**src/rtl/dcache_flush_seq.sv**
```systemverilog
// Flush sequencer: walks every set/way of the tag array, writes back dirty lines and then cleans
// or invalidates them. Optional write-back perf counter enabled by DCACHE_FLUSH_PERF_EN.
module dcache_flush_seq #(
   parameter int unsigned NumSets           = 256,
   parameter int unsigned NumWays           = 8,
   parameter bit          InvalidateOnFlush = 1'b1,
   parameter int unsigned IdxW              = $clog2(NumSets),
   parameter int unsigned WayW              = $clog2(NumWays)
) (
   input  logic            clk_i,
   input  logic            rst_ni,
   input  logic            flush_req_i,
   output logic            flush_ack_o,
   output logic            busy_o,
   output logic            tag_req_o,
   output logic            tag_we_o,
   output logic [IdxW-1:0] tag_idx_o,
   output logic [WayW-1:0] tag_way_o,
   output logic            tag_wvalid_o,
   output logic            tag_wdirty_o,
   input  logic            tag_gnt_i,
   input  logic            tag_rvalid_i,
   input  logic            tag_valid_i,
   input  logic            tag_dirty_i,
   output logic            wb_req_o,
   input  logic            wb_gnt_i,
   input  logic            wb_done_i,
   output logic [15:0]     perf_wb_cnt_o
);

   typedef enum logic [2:0] {
      S_IDLE,
      S_RD,
      S_RWAIT,
      S_WB,
      S_WBWAIT,
      S_UPD,
      S_DONE
   } state_e;

   localparam logic [IdxW-1:0] LastIdx = IdxW'(NumSets - 1);
   localparam logic [WayW-1:0] LastWay = WayW'(NumWays - 1);

   state_e          state_q, state_d;
   logic [IdxW-1:0] idx_q, idx_d;
   logic [WayW-1:0] way_q, way_d;
   logic            tag_req_q, tag_req_d;
   logic            tag_we_q, tag_we_d;
   logic            tag_wvalid_q, tag_wvalid_d;
   logic            wb_req_q, wb_req_d;
   logic            ack_q, ack_d;
   logic            busy_q, busy_d;
   logic            last_line;
   logic            step;

   assign last_line = (idx_q == LastIdx) && (way_q == LastWay);

   // Next state and counters; "step" is the advance-to-next-line transition shared by RWAIT and UPD.
   always_comb begin
      state_d = state_q;
      idx_d   = idx_q;
      way_d   = way_q;
      step    = 1'b0;
      unique case (state_q)
         S_IDLE: begin
            if (flush_req_i) begin
               idx_d   = '0;
               way_d   = '0;
               state_d = S_RD;
            end
         end
         S_RD: begin
            if (tag_gnt_i) begin
               state_d = S_RWAIT;
            end
         end
         S_RWAIT: begin
            if (tag_rvalid_i) begin
               if (!tag_valid_i) begin
                  step = 1'b1;
               end else if (tag_dirty_i) begin
                  state_d = S_WB;
               end else if (InvalidateOnFlush) begin
                  state_d = S_UPD;
               end else begin
                  step = 1'b1;
               end
            end
         end
         S_WB: begin
            if (wb_gnt_i) begin
               state_d = S_WBWAIT;
            end
         end
         S_WBWAIT: begin
            if (wb_done_i) begin
               state_d = S_UPD;
            end
         end
         S_UPD: begin
            if (tag_gnt_i) begin
               step = 1'b1;
            end
         end
         S_DONE: begin
            state_d = S_IDLE;
         end
         default: begin
            state_d = S_IDLE;
         end
      endcase

      if (step) begin
         if (last_line) begin
            state_d = S_DONE;
         end else begin
            state_d = S_RD;
            way_d   = way_q + 1'b1;
            if (way_q == LastWay) begin
               idx_d = idx_q + 1'b1;
            end
         end
      end
   end

   // Outputs are decoded from the next state so they are registered yet line up with the state.
   always_comb begin
      tag_req_d    = (state_d == S_RD) || (state_d == S_UPD);
      tag_we_d     = (state_d == S_UPD);
      tag_wvalid_d = (state_d == S_UPD) && !InvalidateOnFlush;
      wb_req_d     = (state_d == S_WB);
      ack_d        = (state_d == S_DONE);
      busy_d       = (state_d != S_IDLE);
   end

   always_ff @(posedge clk_i or negedge rst_ni) begin
      if (!rst_ni) begin
         state_q      <= S_IDLE;
         idx_q        <= '0;
         way_q        <= '0;
         tag_req_q    <= 1'b0;
         tag_we_q     <= 1'b0;
         tag_wvalid_q <= 1'b0;
         wb_req_q     <= 1'b0;
         ack_q        <= 1'b0;
         busy_q       <= 1'b0;
      end else begin
         state_q      <= state_d;
         idx_q        <= idx_d;
         way_q        <= way_d;
         tag_req_q    <= tag_req_d;
         tag_we_q     <= tag_we_d;
         tag_wvalid_q <= tag_wvalid_d;
         wb_req_q     <= wb_req_d;
         ack_q        <= ack_d;
         busy_q       <= busy_d;
      end
   end

   assign flush_ack_o  = ack_q;
   assign busy_o       = busy_q;
   assign tag_req_o    = tag_req_q;
   assign tag_we_o     = tag_we_q;
   assign tag_idx_o    = idx_q;
   assign tag_way_o    = way_q;
   assign tag_wvalid_o = tag_wvalid_q;
   assign tag_wdirty_o = 1'b0;
   assign wb_req_o     = wb_req_q;

`ifdef DCACHE_FLUSH_PERF_EN
   logic [15:0] perf_q, perf_d;

   // Saturating count of completed write-backs, restarted at the beginning of each pass.
   always_comb begin
      perf_d = perf_q;
      if ((state_q == S_IDLE) && flush_req_i) begin
         perf_d = '0;
      end else if ((state_q == S_WBWAIT) && wb_done_i && (perf_q != 16'hFFFF)) begin
         perf_d = perf_q + 16'd1;
      end
   end

   always_ff @(posedge clk_i or negedge rst_ni) begin
      if (!rst_ni) begin
         perf_q <= '0;
      end else begin
         perf_q <= perf_d;
      end
   end

   assign perf_wb_cnt_o = perf_q;
`else
   assign perf_wb_cnt_o = 16'h0000;
`endif

   a_one_port: assert property (@(posedge clk_i) disable iff (!rst_ni) !(tag_req_o && wb_req_o));
   a_ack_pulse: assert property (@(posedge clk_i) disable iff (!rst_ni) flush_ack_o |=> !flush_ack_o);

endmodule

```
**config.mk**
```make
export PLATFORM = sky130hd
export DESIGN_NAME = dcache_flush_seq
export DESIGN_NICKNAME = d
export VERILOG_FILES = /design/src/rtl/dcache_flush_seq.sv
export SDC_FILE = /design/constraint.sdc
export NUM_CORES = 1
export LEC_CHECK = 0
export BUFFER_PORTS_ARGS = -buffer_cell sky130_fd_sc_hd__buf_2
export CORE_ASPECT_RATIO = 1.4
export CORE_MARGIN = 4
export CORE_UTILIZATION = 55
export CTS_BUF_LIST = sky130_fd_sc_hd__clkbuf_8
export DETAILED_ROUTE_END_ITERATION = 10
export PLACE_DENSITY = 0.85
export SLEW_MARGIN = 15
export SYNTH_ARGS = -nofsm -noshare
export SYNTH_HDL_FRONTEND = slang
export SYNTH_SLANG_ARGS = --single-unit
```
**constraint.sdc**
```tcl
create_clock -name clk_i -period 3 [get_ports clk_i]
set_clock_uncertainty 0.15 [all_clocks]
set_input_delay 0.75 -clock clk_i [delete_from_list [all_inputs] [get_ports clk_i]]
set_output_delay 0.75 -clock clk_i [all_outputs]
set_load 0.05 [all_outputs]
```
=== After elaboration in Yosys (flattened, before gate mapping) ===
Cells that the tools add are included.

* Register bits: 19

* Reductions and logical operators: 4
* Muxes and demuxes: 23
* Add/subtract/negate cells: 2
* Equality and inequality tests: 11

{| class="wikitable"
|+ Operators with widths
! kind !! count
|-
| $mux 8 || 5
|-
| $mux 3 || 13
|-
| $pmux 3 s6 || 1
|-
| $eq 3x3->1 const B || 5
|-
| $eq 3x2->1 const B || 3
|-
| $add 8x1->8 const B || 1
|-
| $eq 8x8->1 const B || 1
|-
| $eq 3x1->1 const B || 2
|-
| $add 3x1->3 const B || 1
|-
| $logic_not 3->1 || 1
|-
| $mux 1 || 3
|-
| $reduce_bool 3->1 || 1
|-
| $pmux 1 s2 || 1
|-
| $logic_and 1x1->1 || 1
|-
| $logic_or 1x1->1 || 1
|}

=== Longest topological paths before layout ===
* Depth after elaboration: 7
* Gate-level depth with buffers: 7
* Mapped depth without buffers: 7

=== Worst setup path after synthesis ===
OpenSTA, ideal clock, no wires.

* Kind: reg-to-reg
* From: register way_q[0] (netlist: tag_way_o[0])
* To: register tag_req_q (netlist: tag_req_o)
* Cell stages (with the launch flop): 8
* Clock period less this slack: 2,082 ps
* Setup slack: 918 ps
* Path buffers: 0
* Arrival time: 1,793 ps
* Required time: 2,711 ps
* Cell sequence: dfrtp_1 ha_1 ha_1 nand3_1 or3_1 nand2b_1 inv_2 a221oi_2

* Word-level cells in the longest chain between the ends: 6
* Elaborated cells on any way between the ends: 7
* Classes of those cells: eq/ne (3); mux (2); reduce/logical (2)

{| class="wikitable"
|+ RTL lines
! element !! RTL line !! RTL
|-
| start: declaration || 46 || <nowiki>logic [WayW-1:0] way_q, way_d;</nowiki>
|-
| start signal: assignment || 150 || <nowiki>way_q <= way_d;</nowiki>
|-
| $eq 3x3->1 * || 56 || <nowiki>assign last_line = (idx_q == LastIdx) && (way_q == LastWay);</nowiki>
|-
| $logic_and 1x1->1 * || 56 ||
|-
| $mux 3 * || 114 || <nowiki>if (last_line) begin</nowiki>
|-
| $mux 3 * || 113 || <nowiki>if (step) begin</nowiki>
|-
| $eq 3x1->1 / $eq 3x3->1 (equally long branches) || n/a ||
|-
| $logic_or 1x1->1 * || 128 || <nowiki>tag_req_d = (state_d == S_RD) || (state_d == S_UPD);</nowiki>
|-
| named net tag_req_d || 47 || <nowiki>logic tag_req_q, tag_req_d;</nowiki>
|-
| end signal: assignment || 151 || <nowiki>tag_req_q <= tag_req_d;</nowiki>
|-
| end: declaration || 47 ||
|}

The timed path passes the listed nets; every way through them passes the cells marked *.

=== Worst setup path in the final report ===
* From: input tag_gnt_i
* To: register idx_q[3] (netlist: tag_idx_o[3])

* Word-level cells in the longest chain between the ends: 3

{| class="wikitable"
|+ RTL lines
! element !! RTL line !! RTL
|-
| start: declaration || 21 || <nowiki>input logic tag_gnt_i,</nowiki>
|-
| $mux 1 || 101 || <nowiki>if (tag_gnt_i) begin</nowiki>
|-
| $pmux 1 s2 || 64 || <nowiki>unique case (state_q)</nowiki>
|-
| $mux 8 || 113 ||
|-
| named net idx_d[3] || 45 || <nowiki>logic [IdxW-1:0] idx_q, idx_d;</nowiki>
|-
| end signal: assignment || 149 || <nowiki>idx_q <= idx_d;</nowiki>
|-
| end: declaration || 45 ||
|}

The timed path passes the listed nets, and every way through them passes these cells.

==> out/results.ini <==
[outcome]
status=complete, no violations

[power_and_ir_drop]
power_density_nw_per_um2=803
leakage_nw=0.699
peakVddDrop_mv=0.458

[die]
die_y_um=64.2
die_area_sq_um=3090
die_w_um=48.1
core_area_sq_um=2150
rows=20
start_util_pct=57.6
ios=43

[clock_network]
clk_latency_ns=0.25
postCtsHoldBufs=0
cts_setup_buffers=0
clock-root-buffer=clkbuf_8
cts_made_buffers=3
cts_tree=done
clk_pin_slew_ns=0.07
htreeDepth=1
numClockSinks=19
clock_path_buffers=2
ctsResizeCount=0

[cells_and_area]
final_nets=166
fin_util_pct=61.2
drive_gt1_share_pct=24.8
diodes=0
syn_to_final_growth_pct=6.16
stdcell_count=175

[detailed_routing]
drcViolationCount=0
drtIter0Drc=30
vias=966
wl_per_cell_um=13.6
ant_nets=0
viasPerCell=5.52
dr.pass1.iters=4
wl_mm=2.38

[yosys]
synth_compound_area_share_pct=16.9
avgSynthCellArea_sq_um=9.47
ys_ff_latch=19
synth_top_area_share_pct=38.3
syn_area_sq_um=1240
synthXorXnorAreaFrac_pct=0.706
synth.largest_area_cell=dfrtp_1
synth_edf_count=0
synthMuxAreaShare_pct=4.84
async_flop_share_pct=100
ys.flop_type=dfrtp_1
ys_types=43
synth_top_family_by_area=simple AND/OR/NAND/NOR gates
ys_top_cells_by_area=dfrtp_1 38%, buf_4 12%, nand2_1 5.1%, mux2i_1 4.8%, ha_1 3.0%
seq_area_frac_synth_pct=38.3
synthAdderAreaFrac_pct=3.03
yosysWarnings=0
synthCells=131
synth_simple_gate_area_share_pct=18.9

[critical_path]
crit_fanout=4
r2r_setup_slack_ns=1.08
worstSetupStartpoint=tag_gnt_i
cp.required_ns=3.02
r2r_end=tag_idx_o[3]$_DFF_PN0_
worstSetupStartpointType=input pin
crit_type=input pin to register
endpoint=tag_idx_o[3]$_DFF_PN0_
ff2ff_path_depth=4
timing.rr.start=state_q[1]$_DFF_PN0_
cp-end-kind=register
worst_ep_arrival_time_ns=2.00

[grt]
grt_overflow=0
grt_max_degree=20
grt_pass1_vias=943
antenna_found_initial=0
track_usage_pct=17.3
grt_first_pass_wirelength_mm=3.92

[timing]
fin_crit_ns=1.98
fin_setup_tns_ns=0
worst_slack_ns=1.02
period_share_pct=66.1
maxSlewViolCount=0
clock.fmax_ghz=0.504
worst_hold_slack_ns=0.268
finalSetupViolCount=0
final_hold_viol_count=0
rsz0062_at_grt=false

[placement]
place_congestion=0.771
post-dp-hpwl_mm=1.89
place_ws_ns=0.757
dpl.cell_count=171
port_buffers=24

[hold_path]
hp-class=input pin to asynchronous set/reset pin

[job]
cap_viol_max_count=0

final cells by class:
class	instances	area, sq um
sequential	19	475
fill	193	836
multi-input combinational	98	617
clock buffer	3	41.3
timing repair buffer	24	120
tap	22	27.5
clock inverter	1	5.00
inverter	8	30.0
cells in the final DEF, fill, tap and decap left out, types with 3 or more instances in the layout:
| cell type | Yosys | routed |
|---|---|---|
| nand3_1 | 7 | 7 |
| clkbuf_8 | 0 | 3 |
| dfrtp_1 | 19 | 19 |
| mux2i_1 | 6 | 6 |
| buf_2 | 1 | 24 |
| nand2_1 | 17 | 17 |
| conb_1 | 1 | 18 |
| a21oi_1 | 3 | 3 |
| nor2b_1 | 3 | 3 |
| nor2_1 | 3 | 3 |
| ha_1 | 3 | 3 |
| inv_1 | 7 | 7 |
worst min-delay path by stage:
stage                                start  slack [ns]                      to
floorplan                           rst_ni        0.30        busy_o$_DFF_PN0_
detailed placement  tag_idx_o[7]$_DFF_PN0_        0.34  tag_idx_o[7]$_DFF_PN0_
finish                              rst_ni        0.27  tag_idx_o[4]$_DFF_PN0_
CTS                                 rst_ni        0.29      tag_we_o$_DFF_PN0_
global placement    tag_idx_o[7]$_DFF_PN0_        0.33  tag_idx_o[7]$_DFF_PN0_
global route                        rst_ni        0.30  tag_idx_o[5]$_DFF_PN0_
stage by stage:
step / instance area (sq um) / total power [W]
final: 1320 / 0.00106
after global routing: 1320 / 0.00112
after CTS: 1320 / 0.00106
after detailed placement: 1270 / 0.000886
after global placement: 1270 / 0.000865
after floorplan: 1300 / 0.000843
state kept, by name, indices dropped and copies added, names as in the netlist:
register and cells:
busy_o 1, tag_idx_o 8, tag_way_o 3, wb_req_o 1
tag_we_o 1, tag_req_o 1, flush_ack_o 1, state_q 3
synthesized netlist by cell type (2+ instances only):
cell / number
nand2_1: 17
o21ai_0: 2
buf_6: 3
or3b_1: 2
ha_1: 3
buf_4: 19
o221ai_1: 2
o21ai_1: 2
nand2b_1: 2
nor2_1: 3
inv_1: 7
nor3_1: 2
o21ba_1: 2
nand2_2: 2
a21oi_1: 3
nor2b_1: 3
dfrtp_1: 19
nand3_1: 7
a31oi_1: 2
mux2i_1: 6
per-layer routing:
metal / track usage [%] / share of wire (%)
met3: 2.82 / 5.7
met4: 8.42 / 1.6
met1: 18.5 / 35
met5: 0 / 0
met2: 30.3 / 57
cell families after synthesis:
kind of cell / after synthesis
other: 1
AND/OR/NAND/NOR: 44
flip-flops: 19
buffers and inverters: 31
XOR/XNOR: 1
adder cells (fa/ha/maj): 3
multiplexers: 6
AO/OA/AOI/OAI: 26
report_power, final:
part           internal (W)  switching (W)  total [W]  leakage, nW
logic              0.000151       0.000352   0.000503        0.418
clock network     0.0000923      0.0000836   0.000176       0.0255
registers          0.000312      0.0000657   0.000377        0.255
total              0.000555       0.000501    0.00106        0.699
worst max-delay path, cell delays in order:
cell and delay [ns]:
buf_2 0.09, nor2b_1 0.28, a32oi_1 0.24, or4_1 0.55, o221ai_1 0.09
Power figures use the tool's default switching activity.
